`config.mk`:
```
export PLATFORM = sky130hd
export DESIGN_NAME = morse_sequencer
export DESIGN_NICKNAME = d
export VERILOG_FILES = /design/src/rtl/morse_pkg.sv /design/src/rtl/morse_rom.sv /design/src/rtl/morse_sequencer.sv
export SDC_FILE = /design/constraint.sdc
export NUM_CORES = 1
export LEC_CHECK = 0
export CELL_PAD_IN_SITES_DETAIL_PLACEMENT = 1
export CELL_PAD_IN_SITES_GLOBAL_PLACEMENT = 2
export CORE_ASPECT_RATIO = 0.9
export CORE_MARGIN = 4
export CORE_UTILIZATION = 35
export DETAILED_ROUTE_END_ITERATION = 10
export GPL_TIMING_DRIVEN = 0
export MAX_ROUTING_LAYER = met4
export PLACE_DENSITY = 0.86
export SYNTH_ARGS = -nofsm -noshare
export SYNTH_HDL_FRONTEND = slang
export SYNTH_SLANG_ARGS = --single-unit
```
`constraint.sdc`:
```
create_clock -name CLOCK_50 -period 2.3 [get_ports CLOCK_50]
set_input_delay 0.23 -clock CLOCK_50 [delete_from_list [all_inputs] [get_ports CLOCK_50]]
set_output_delay 0.23 -clock CLOCK_50 [all_outputs]
set_load 0.1 [all_outputs]
```
`src/rtl/morse_pkg.sv`:
```
// morse_pkg: shared types and constants for the Morse letter sequencer.
// Holds the FSM state encoding, letter indices, the symbol-count limit and
// the letter ROM content (A-H) as a pure function.
package morse_pkg;

    typedef enum logic [2:0] {
        ST_IDLE  = 3'd0,
        ST_ALIGN = 3'd1,
        ST_MARK  = 3'd2,
        ST_GAP   = 3'd3,
        ST_DONE  = 3'd4,
        ST_LGAP  = 3'd5
    } state_t;

    localparam logic [2:0] LTR_A = 3'd0;
    localparam logic [2:0] LTR_B = 3'd1;
    localparam logic [2:0] LTR_C = 3'd2;
    localparam logic [2:0] LTR_D = 3'd3;
    localparam logic [2:0] LTR_E = 3'd4;
    localparam logic [2:0] LTR_F = 3'd5;
    localparam logic [2:0] LTR_G = 3'd6;
    localparam logic [2:0] LTR_H = 3'd7;

    localparam int MAX_SYMBOLS = 4;
    localparam int IDX_W       = $clog2(MAX_SYMBOLS);

    // Returns {len[2:0], pattern[3:0]}. pattern[i] is symbol i (symbol 0 is
    // sent first); 1 = dash, 0 = dot. Bits at or above len are don't-care
    // and kept at zero.
    function automatic logic [6:0] letter_rom(input logic [2:0] ltr);
        logic [6:0] entry;
        case (ltr)
            LTR_A:   entry = {3'd2, 4'b0010};   // .-
            LTR_B:   entry = {3'd4, 4'b0001};   // -...
            LTR_C:   entry = {3'd4, 4'b0101};   // -.-.
            LTR_D:   entry = {3'd3, 4'b0001};   // -..
            LTR_E:   entry = {3'd1, 4'b0000};   // .
            LTR_F:   entry = {3'd4, 4'b0100};   // ..-.
            LTR_G:   entry = {3'd3, 4'b0011};   // --.
            LTR_H:   entry = {3'd4, 4'b0000};   // ....
            default: entry = {3'd1, 4'b0000};
        endcase
        return entry;
    endfunction

endpackage

```
`src/rtl/morse_rom.sv`:
```
// morse_rom: combinational letter -> (symbol count, dash/dot pattern) lookup.
module morse_rom
    import morse_pkg::*;
(
    input  logic [2:0] letter,
    output logic [2:0] len,
    output logic [3:0] pattern
);

    // Decode the latched letter through the shared ROM function.
    always_comb begin
        {len, pattern} = letter_rom(letter);
    end

endmodule

```
`src/rtl/morse_sequencer.sv`:
```
// morse_sequencer: plays one Morse letter (A-H) on a registered LED output,
// timed by an external one-cycle tick enable. Handshake: start / busy / done.
// Optional build macro MORSE_REPEAT_EN adds input repeat_en and the LGAP
// state so the latched letter can be replayed with a letter gap in between.
module morse_sequencer
    import morse_pkg::*;
#(
    parameter int DOT_TICKS        = 1,
    parameter int DASH_TICKS       = 3,
    parameter int GAP_TICKS        = 1,
`ifdef MORSE_REPEAT_EN
    parameter int LETTER_GAP_TICKS = 3,
`endif
    parameter int CNT_W            = 4
) (
    input  logic       CLOCK_50,
    input  logic       reset,
    input  logic       tick,
    input  logic       start,
    input  logic [2:0] letter,
`ifdef MORSE_REPEAT_EN
    input  logic       repeat_en,
`endif
    output logic       led,
    output logic       busy,
    output logic       done
);

    state_t             state_r;
    state_t             state_nxt_s;
    logic [2:0]         letter_r;
    logic [2:0]         letter_nxt_s;
    logic [IDX_W-1:0]   idx_r;
    logic [IDX_W-1:0]   idx_nxt_s;
    logic [CNT_W-1:0]   cnt_r;
    logic [CNT_W-1:0]   cnt_nxt_s;
    logic               led_r;
    logic               busy_r;
    logic               done_r;
    logic               led_nxt_s;
    logic               busy_nxt_s;
    logic               done_nxt_s;
    logic [2:0]         len_s;
    logic [3:0]         pattern_s;
    logic               last_sym_s;
    logic               cnt_one_s;

    // Duration of a mark: dash or dot length taken from the parameters.
    function automatic logic [CNT_W-1:0] mark_ticks(input logic is_dash);
        return is_dash ? CNT_W'(DASH_TICKS) : CNT_W'(DOT_TICKS);
    endfunction

    morse_rom u_rom (
        .letter  (letter_r),
        .len     (len_s),
        .pattern (pattern_s)
    );

    assign last_sym_s = ({1'b0, idx_r} == (len_s - 3'd1));
    assign cnt_one_s  = (cnt_r == CNT_W'(1));

    // Next-state, counter/index updates and output decode of the sequencer.
    always_comb begin
        state_nxt_s  = state_r;
        letter_nxt_s = letter_r;
        idx_nxt_s    = idx_r;
        cnt_nxt_s    = cnt_r;
        led_nxt_s    = 1'b0;
        busy_nxt_s   = 1'b0;
        done_nxt_s   = 1'b0;

        case (state_r)
            ST_IDLE: begin
                // A tick in the same cycle as start is deliberately ignored.
                if (start) begin
                    letter_nxt_s = letter;
                    idx_nxt_s    = {IDX_W{1'b0}};
                    cnt_nxt_s    = {CNT_W{1'b0}};
                    state_nxt_s  = ST_ALIGN;
                end else begin
                    state_nxt_s  = ST_IDLE;
                end
            end
            ST_ALIGN: begin
                // Wait for a tick so the first mark spans whole tick periods.
                if (tick) begin
                    cnt_nxt_s   = mark_ticks(pattern_s[2'd0]);
                    state_nxt_s = ST_MARK;
                end else begin
                    state_nxt_s = ST_ALIGN;
                end
            end
            ST_MARK: begin
                if (tick && cnt_one_s) begin
                    if (last_sym_s) begin
`ifdef MORSE_REPEAT_EN
                        if (repeat_en) begin
                            cnt_nxt_s   = CNT_W'(LETTER_GAP_TICKS);
                            idx_nxt_s   = {IDX_W{1'b0}};
                            state_nxt_s = ST_LGAP;
                        end else begin
                            state_nxt_s = ST_DONE;
                        end
`else
                        state_nxt_s = ST_DONE;
`endif
                    end else begin
                        cnt_nxt_s   = CNT_W'(GAP_TICKS);
                        idx_nxt_s   = idx_r + {{(IDX_W-1){1'b0}}, 1'b1};
                        state_nxt_s = ST_GAP;
                    end
                end else if (tick) begin
                    cnt_nxt_s = cnt_r - CNT_W'(1);
                end else begin
                    cnt_nxt_s = cnt_r;
                end
            end
            ST_GAP: begin
                // Index was already advanced on entry; load that symbol.
                if (tick && cnt_one_s) begin
                    cnt_nxt_s   = mark_ticks(pattern_s[idx_r]);
                    state_nxt_s = ST_MARK;
                end else if (tick) begin
                    cnt_nxt_s = cnt_r - CNT_W'(1);
                end else begin
                    cnt_nxt_s = cnt_r;
                end
            end
`ifdef MORSE_REPEAT_EN
            ST_LGAP: begin
                if (tick && cnt_one_s) begin
                    cnt_nxt_s   = mark_ticks(pattern_s[2'd0]);
                    idx_nxt_s   = {IDX_W{1'b0}};
                    state_nxt_s = ST_MARK;
                end else if (tick) begin
                    cnt_nxt_s = cnt_r - CNT_W'(1);
                end else begin
                    cnt_nxt_s = cnt_r;
                end
            end
`endif
            ST_DONE: begin
                // Single-cycle completion state; start is not sampled here.
                state_nxt_s = ST_IDLE;
            end
            default: begin
                state_nxt_s = ST_IDLE;
            end
        endcase

        // Outputs are decoded from the next state and then registered, so
        // they line up with the state they describe.
        case (state_nxt_s)
            ST_ALIGN: busy_nxt_s = 1'b1;
            ST_MARK: begin
                busy_nxt_s = 1'b1;
                led_nxt_s  = 1'b1;
            end
            ST_GAP:   busy_nxt_s = 1'b1;
            ST_LGAP:  busy_nxt_s = 1'b1;
            ST_DONE:  done_nxt_s = 1'b1;
            default: begin
                led_nxt_s  = 1'b0;
                busy_nxt_s = 1'b0;
                done_nxt_s = 1'b0;
            end
        endcase
    end

    // State, latched letter, counters and registered outputs.
    always_ff @(posedge CLOCK_50) begin
        if (reset) begin
            state_r  <= ST_IDLE;
            letter_r <= 3'd0;
            idx_r    <= {IDX_W{1'b0}};
            cnt_r    <= {CNT_W{1'b0}};
            led_r    <= 1'b0;
            busy_r   <= 1'b0;
            done_r   <= 1'b0;
        end else begin
            state_r  <= state_nxt_s;
            letter_r <= letter_nxt_s;
            idx_r    <= idx_nxt_s;
            cnt_r    <= cnt_nxt_s;
            led_r    <= led_nxt_s;
            busy_r   <= busy_nxt_s;
            done_r   <= done_nxt_s;
        end
    end

    assign led  = led_r;
    assign busy = busy_r;
    assign done = done_r;

endmodule

```
==> impl_metrics.py <==
metrics = {
    "global_routing": {
        "grt-ovfl-total": 0,
        "first_global_vias": 910,
        "grt_pass1_wl_mm": 4.181,
        "grt_start_max_net_pins": 14,
        "grtUsageTotal": 0.1330,
        "antenna_found_initial": 0,
    },
    "logic_synthesis": {
        "synth.cell_area_sq_um": 1165,
        "synth_fp_nets": 139,
        "synth_edf_count": 0,
        "synth.avg_cell_area_sq_um": 9.319,
        "postSynthCellCount": 125,
        "seq_area_frac_synth": 0.3609,
        "yosysUniqueCellTypes": 48,
        "ys_seq_elements": 21,
        "synthArstFlopShare": 0,
        "yosys_warnings": 0,
        "ys_dominant_reg_cell": "dfxtp_1",
    },
    "clock_tree": {
        "cts_tree": "done",
        "postCtsSetupBuffers": 0,
        "clock_sinks": 21,
        "clk_latency_ps": 270,
        "numCtsBuffers": 3,
        "cts_resized": 0,
        "path_clk_slew_ps": 80,
        "clockBufferDepth": 2,
        "cts-hold-fix-buffers": 0,
        "cts-root-buf": "clkbuf_8",
        "cts-htree-levels": 1,
    },
    "final_layout": {
        "layout.cells.non_filler": 178,
        "fin_area_sq_um": 1336,
        "layout_commonest_cell": "dfxtp_1",
        "diodes": 0,
        "utilization": 0.4291,
        "drive_gt1_frac": 0.1397,
        "nNetsFinal": 151,
        "final_cell_mix": "dfxtp_1, nor2_1, a21oi_1",
        "area_growth_pct": 14.72,
    },
    "critical_path": {
        "start_kind": "register",
        "reg2reg_from": "state_r[0]",
        "crit_family": "simple AND/OR/NAND/NOR gates",
        "cpMaxStageDelayCell": "nor4b_4",
        "r2r_cells": 6,
        "critical_path_class": "register to register",
        "required_ps": 2460,
        "path_cells": "nor4b_4 > mux2i_1 > nor2_2 > inv_1 > ha_1 > mux2_4",
        "crit_path_end_kind": "register",
        "path_buf_inv": 1,
        "r2r_end": "u_rom.len[2]",
        "critPathMaxStageDelay_ps": 500,
        "reg2reg_slack_ps": 150,
        "worst-path-max-fanout": 7,
        "cp.arrival_ps": 2310,
    },
    "placement": {
        "place.gp.congestion": 0.7459,
        "place_area_sq_um": 1287,
        "placed_cells": 174,
        "preCtsSetupSlack_ps": -152.9,
        "port-buffer-count": 7,
        "dp_hpwl_mm": 1.922,
    },
    "sta": {
        "finalCritPeriodShare": 0.9339,
        "finalSetupTns_ps": 0,
        "setup_viol": 0,
        "finClkSkew_ps": 0.6174,
        "slew_headroom": 0.3454,
        "rsz0062_at_grt": "false",
        "hold_ws_ps": 370.1,
        "layout_setup_ws_ps": 152.1,
        "slew_viol_final": 0,
        "worstMarginPinSlew_ps": 978.8,
        "max_freq_mhz": 465.6,
        "period_needed_ps": 2148,
        "hold_viol": 0,
    },
    "power_and_ir_drop": {
        "intPower_mw": 0.6098,
        "combPwrFrac": 0.253,
        "p_total_mw": 0.8925,
        "irDropWorstVdd_v": 0.0004762,
        "clkPwrFrac": 0.284,
        "p_per_area_nw_per_um2": 667.9,
        "swShare": 0.3168,
        "leakage_nw": 0.4971,
        "p_seq_frac": 0.464,
        "switching_power_mw": 0.2828,
    },
    "outcome": {
        "status": "completed",
    },
    "routing": {
        "drcViolationCount": 0,
        "vias_per_cell": 5.073,
        "vias": 903,
        "drt_iter0_markers": 17,
        "wl_per_cell_um": 13.62,
        "wirelength_mm": 2.425,
        "final_antenna_net_count": 0,
        "dr.pass1.iters": 3,
    },
    "floorplan": {
        "rows": 19,
        "die_h_um": 62.73,
        "die_area_sq_um": 4316,
        "die_w_um": 68.81,
        "coreArea_sq_um": 3114,
        "start_util": 0.3740,
        "io_pins": 10,
    },
    "job": {
        "maxCapViolations": 0,
    },
    "worst_hold_path": {
        "hold_path_end": "cnt_r[0]",
        "hp-start": "tick",
        "holdPathStages": 4,
        "hold_path_class": "input port to register",
    },
}
## metal layers
metal	routed length, um	track usage	part of all wire	vias to the layer above
met5	0	-	0	-
met2	1166	0.1990	0.48	9
met3	71	0.03777	0.029	4
met4	38	0.04380	0.016	0
met1	1149	0.1705	0.47	426
li1	-	-	-	464
## flip-flops by register name (all words and copies together) (netlist names)
signal	cells
done	1
state_r	3
u_rom.pattern	3
u_rom.len	3
idx_r	2
cnt_r	4
busy	1
led	1
letter_r	3
## synth_stat cells (3+ instances only)
cell | n | area [sq um]
a21oi_1 | 8 | 40.04
clkbuf_1 | 3 | 11.26
dfxtp_1 | 21 | 420.4
ha_1 | 7 | 87.58
inv_1 | 7 | 26.28
mux2i_1 | 6 | 60.06
nand2_1 | 6 | 22.52
nand2b_1 | 4 | 25.02
nor2_1 | 11 | 41.29
nor3_1 | 3 | 15.01
nor4_1 | 3 | 18.77
o21ai_0 | 4 | 20.02
o21ai_1 | 3 | 15.01
## worst max path at each step
| stage | from | to | slack, ps | cells after the start |
|---|---|---|---|---|
| 2_1_floorplan | state_r[2] | u_rom.len[2] | 390 | 7 |
| 3_5_place_dp | start | u_rom.len[2] | -150 | 7 |
| 6_report | state_r[0] | u_rom.len[2] | 150 | 6 |
| 5_1_grt | state_r[0] | u_rom.len[2] | 3 | 6 |
| 3_3_place_gp | start | u_rom.len[2] | -90 | 7 |
| 4_1_cts | state_r[2] | u_rom.len[2] | 120 | 7 |
## power groups by stage
stage	sequential, mW	combinational, mW	clock (mW)
after floorplan	0.439	0.157	0
after global placement	0.421	0.219	0
after detailed placement	0.423	0.228	0
after CTS	0.414	0.229	0.263
after global routing	0.418	0.250	0.281
final	0.414	0.226	0.253
## area by class of cell
cell class	count	area, sq um
Inverter	8	30.03
Timing Repair Buffer	7	70.07
Sequential cell	21	420.4
Clock buffer	3	41.29
Multi-Input combinational cell	91	690.7
Fill cell	377	1778
Clock inverter	1	7.507
Tap cell	42	52.55
Buffer	5	23.77
## kinds of logic after synthesis
group,count (synthesis),synth area share
multiplexers,8,0.07734
buffers and inverters,13,0.04619
XOR/XNOR,4,0.03008
AO/OA/AOI/OAI,29,0.1729
flip-flops,21,0.3609
AND/OR/NAND/NOR,43,0.2374
adder cells (fa/ha/maj),7,0.07518
## worst register-to-register path, cell delays in order (launching register included)
cell     delay (ps)
dfxtp_1         390
nor4b_4         500
mux2i_1         180
nor2_2          270
inv_1           110
ha_1            320
mux2_4          270
Note: power is estimated with default switching activity, not from simulation.
==> patch 1, RTL diff (config.mk and constraints unchanged) <==
Add a define of `MORSE_REPEAT_EN`.
--- a/src/rtl/morse_sequencer.sv
+++ b/src/rtl/morse_sequencer.sv
@@ -2,6 +2,8 @@
 // timed by an external one-cycle tick enable. Handshake: start / busy / done.
 // Optional build macro MORSE_REPEAT_EN adds input repeat_en and the LGAP
 // state so the latched letter can be replayed with a letter gap in between.
+`define MORSE_REPEAT_EN
+
 module morse_sequencer
     import morse_pkg::*;
 #(
Interface: changed (added repeat_en); port bits go from 10 to 11. The function was not compared with the original's and may differ.
==> patch 1 against the original RTL <==
Worst setup slack better by 150 ps. Cell count up 12%. Global-route usage up 0.98 points. Count of clock-buffer cells in the layout up 1. Highest routed layer unchanged. Total power down 0.18%. Area after synthesis up 9.7%. Clock skew up 3.8 ps. Design area up 9.8%. Critical endpoint is now u_rom.pattern[2]$_DFF_P_. Combinational power up 7%. Routed wire length up 17%. Sequential cell count unchanged. Fmax up 7.4%.
==> patch 1: results (changes against the original RTL) <==
| Metric | Value |
|---|---|
| Status | finished clean (unchanged) |
| Syn nets | 158 (was 139) |
| Leakage | 0.535 nW (was 0.497 nW) |
| Routed wl met2 | 1.30 mm (was 1.17 mm) |
| Comb pwr | 0.000242 W (was 0.000226 W) |
| Share of cells above drive strength 1 | 0.122 (was 0.140) |
| Rel. slew slack | 0.351 (was 0.345) |
| Met1 usage | 0.176 (was 0.170) |
| Number of detailed-route iterations in the first pass | 4 (was 3) |
| XOR/XNOR Fraction of Synth Area | 0.0343 (was 0.0301) |
| Layout Nets | 172 (was 151) |
| Switch share | 0.315 (was 0.317) |
| HP Class | input port to flop (unchanged) |
| Post-placement cell count | 196 (was 174) |
| First-pass GRT wire length | 5.17 mm (was 4.18 mm) |
| Compound-gate portion of the synthesized area | 0.203 (was 0.173) |
| Total Wirelength | 2.84 mm (was 2.43 mm) |
| Post-DP HPWL | 2.15 mm (was 1.92 mm) |
| Initial antenna violation count | 0 (unchanged) |
| Area contributors post-synth | dfxtp_1, ha_1, a21oi_1 (was dfxtp_1, ha_1, mux2i_1) |
| Sequential share of the synthesized area | 0.329 (was 0.361) |
| Detail Route met3 WL | 108 um (was 71 um) |
| Total track usage | 0.143 (was 0.133) |
| CP max-delay cell | clkdlybuf4s50_1 (was nor4b_4) |
| CTS Root Cell | clkbuf_8 (unchanged) |
| CP max FO | 5 (was 7) |
| Pre-CTS setup slack | 0.520 ps (was -153 ps) |
| Skew final | 4.45 ps (was 0.617 ps) |
| Clock transition at the registers of the reported paths | approximately 70 ps |
| Gpl congestion | 0.770 (was 0.746) |
| Adder-cell share of the synthesized area | 0.0686 (was 0.0752) |
| Filler cells | 429 (was 377) |
| Most instantiated cells after synthesis | dfxtp_1, nor2_1, a21oi_1 (unchanged) |
| Via density | 5.33 (was 5.07) |
| Mux contribution to synthesized area | 0.0480 (was 0.0773) |
| Met1 wire length | 1.39 mm (was 1.15 mm) |
| Placed cell areas | 0.00142 mm2 (was 0.00129 mm2) |
| Worst path arrival time | 2150 ps (was 2310 ps) |
| Grt met3 use | 0.0275 (was 0.0378) |
| Postcts setup bufs | 0 (unchanged) |
| Post-Syn Area per Cell | 8.93 um2 (was 9.32 um2) |
| Hold Crit Depth | 2 (was 4) |
| Port bufs | 9 (was 7) |
| Pin count of the biggest net entering global routing | 12 (was 14) |
| Post-CTS Resized | 0 (unchanged) |
| Netlist cell types | 47 (was 48) |
| Number of inserted diodes | 0 (unchanged) |
| FFs w/ async S/R, synth | 0 (unchanged) |
| Sequential Power | 0.000411 W |
| DR iter-0 viols | 30 (was 17) |
| Via count | 1066 (was 903) |
| Net Sw Power | 0.000281 W (was 0.000283 W) |
| Peak supply drop | 384 uV (was 476 uV) |
| Grt met2 use | 0.234 (was 0.199) |
| Reg2reg path depth | 6 (unchanged) |
==> patch 1: cell types whose count changed in the layout (fill, tap and decap cells not counted), sizes merged, moves of 3 or more <==
cell	before	now
buf	2	7
nor3	4	1
o21a	0	3
nor2	13	16
==> patch 1: area by class of cell <==
| class | count | area (um2) | area share |
|---|---|---|---|
| flip-flops and latches | 21 | 420 | 0.286 |
| repair buffers | 9 | 90.1 | 0.0614 |
| well taps | 44 | 55.1 | 0.0375 |
| plain buffers | 8 | 43.8 | 0.0298 |
| inverters | 8 | 30.0 | 0.0205 |
| multi-input cells | 106 | 783 | 0.534 |
| clock buffers | 4 | 45.0 | 0.0307 |
==> patch 1: path summary, 6_finish.rpt <==
kind,end,slack [ps],startpoint
max,u_rom.pattern[2]$_DFF_P_,300,start
min reg2reg,letter_r[1]$_SDFFE_PP0P_,500,letter_r[1]$_SDFFE_PP0P_
min,state_r[1]$_SDFF_PP0_,260,reset
max reg2reg,u_rom.pattern[2]$_DFF_P_,330,state_r[2]$_SDFF_PP0_
==> patch 2, RTL diff (same flow settings) <==
Without the edit above. Add an input register stage for `start` and `letter`, with the module's reset; this delays them by one clock. The other inputs are not delayed to match. Comments in the files are not updated.
--- a/src/rtl/morse_sequencer.sv
+++ b/src/rtl/morse_sequencer.sv
@@ -25,6 +25,19 @@
     output logic       busy,
     output logic       done
 );
+
+    logic start_q;
+    logic [2:0] letter_q;
+
+    always_ff @(posedge CLOCK_50) begin
+        if (reset) begin
+            start_q  <= '0;
+            letter_q <= '0;
+        end else begin
+            start_q  <= start;
+            letter_q <= letter;
+        end
+    end
 
     state_t             state_r;
     state_t             state_nxt_s;
@@ -72,8 +85,8 @@
         case (state_r)
             ST_IDLE: begin
                 // A tick in the same cycle as start is deliberately ignored.
-                if (start) begin
-                    letter_nxt_s = letter;
+                if (start_q) begin
+                    letter_nxt_s = letter_q;
                     idx_nxt_s    = {IDX_W{1'b0}};
                     cnt_nxt_s    = {CNT_W{1'b0}};
                     state_nxt_s  = ST_ALIGN;
Function: changed (Yosys sat finds a counterexample within 4 cycles, from zero or initial values and one cycle with reset high).
==> patch 2 against the original RTL <==
Cell count increased by 11%. Area after synthesis increased by 14%. Design area increased by 13%. Total power increased by 1.4%. Synthesized cell count increased by 14%. Sequential cell count increased by 4. Routed wire length increased by 31%. Worst setup slack improved by 59 ps. Sequential share of layout area increased by 1.5 points. Largest cell class unchanged.
==> patch 2: results (changes against the original RTL) <==
| Metric | Value |
|---|---|
| Post-CTS Resized | 1 (was 0) |
| Syn nets | 156 (was 139) |
| Number of detailed-route iterations in the first pass | 4 (was 3) |
| First-pass GRT wire length | 5.55 mm (was 4.18 mm) |
| Reg2reg path depth | 7 (was 6) |
| Worst path arrival time | 2260 ps (was 2310 ps) |
| Via density | 5.31 (was 5.07) |
| CP max FO | 10 (was 7) |
| Peak supply drop | 416 uV (was 476 uV) |
| Sequential share of the synthesized area | 0.378 (was 0.361) |
| Rel. slew slack | 0.346 (was 0.345) |
| DR iter-0 viols | 49 (was 17) |
| Port bufs | 8 (was 7) |
| Leakage | 0.541 nW (was 0.497 nW) |
| Placed cell areas | 0.00146 mm2 (was 0.00129 mm2) |
| Most instantiated cells after synthesis | dfxtp_1, inv_1, nor2_1 (was dfxtp_1, nor2_1, a21oi_1) |
| Skew final | 3.69 ps (was 0.617 ps) |
| Setup slack, reg-to-reg | 210 ps (was 150 ps) |
| Status | finished clean (unchanged) |
| Gpl congestion | 0.820 (was 0.746) |
| Vias in the first global route | 1138 (was 910) |
| Syn Inst Count | 142 (was 125) |
| Avg WL per Cell | 16.1 um (was 13.6 um) |
| Non-filler cells, final | 198 (was 178) |
| Filler cells | 422 (was 377) |
| Post-DP HPWL | 2.45 mm (was 1.92 mm) |
-- patch 2: metrics by stage --
step / setup WS (ps) / total power, W / util / hold WS (ps)
floorplan: 297 / 0.000601 / - / 358
global placement: 58.8 / 0.000638 / 0.416 / 452
detailed placement: -57.3 / 0.000647 / 0.416 / 472
CTS: 101 / 0.000913 / 0.431 / 508
global route: 52.4 / 0.000956 / 0.433 / 506
finish: 211 / 0.000905 / 0.433 / 509
-- patch 2: power by group through the flow --
stage / Sequential (W) / Combinational, W / Clock, W
finish: 0.000472 / 0.000166 / 0.000267
global route: 0.000476 / 0.000184 / 0.000297
CTS: 0.000472 / 0.000166 / 0.000275
detailed placement: 0.000482 / 0.000165 / 0
global placement: 0.000481 / 0.000158 / 0
floorplan: 0.000495 / 0.000106 / 0
-- patch 2: how the worst min path moves through the flow --
stage / end / slack [ps]
floorplan: letter_q[0]$_SDFF_PP0_ / 360
global placement: letter_r[0]$_SDFFE_PP0P_ / 450
finish: letter_q[2]$_SDFF_PP0_ / 510
CTS: letter_q[1]$_SDFF_PP0_ / 510
detailed placement: letter_r[0]$_SDFFE_PP0P_ / 470
global route: letter_q[2]$_SDFF_PP0_ / 510
-- patch 2: logic make-up (layout without fill, tap and decap cells) --
logic type | count (synthesis) | in the layout | share of synthesized area
DFF | 25 | 25 | 0.378
buffers and inverters | 19 | 31 | 0.0614
AOI/OAI and AO/OA | 30 | 30 | 0.163
and+or+nand+nor | 48 | 48 | 0.233
xor gates and xnor gates | 4 | 4 | 0.0265
adders and majority gates | 7 | 7 | 0.0662
muxes | 9 | 9 | 0.0718
-- patch 2: per-layer routing --
layer | GRT usage | vias up | share of wire
li1 | - | 529 | -
met1 | 0.177 | 513 | 0.45
met2 | 0.271 | 7 | 0.52
met3 | 0.0410 | 2 | 0.022
met4 | 0.0276 | 0 | 0.0057
met5 | - | - | 0
-- patch 2: final cells by class --
| cell class | count | area share |
|---|---|---|
| clock buffer | 3 | 0.0272 |
| clock inverter | 1 | 0.00330 |
| buffer | 7 | 0.0239 |
| inverter | 12 | 0.0297 |
| sequential | 25 | 0.330 |
| multi-input combinational | 98 | 0.497 |
| timing repair buffer | 8 | 0.0528 |
| tap | 44 | 0.0363 |
-- patch 2: critical path, cell delays in order, from the launching register on --
cell and delay (ps):
dfxtp_1 320, buf_2 200, nor4b_4 370, nand2_1 160, a21oi_4 250, inv_1 100
ha_1 320, mux2_2 260
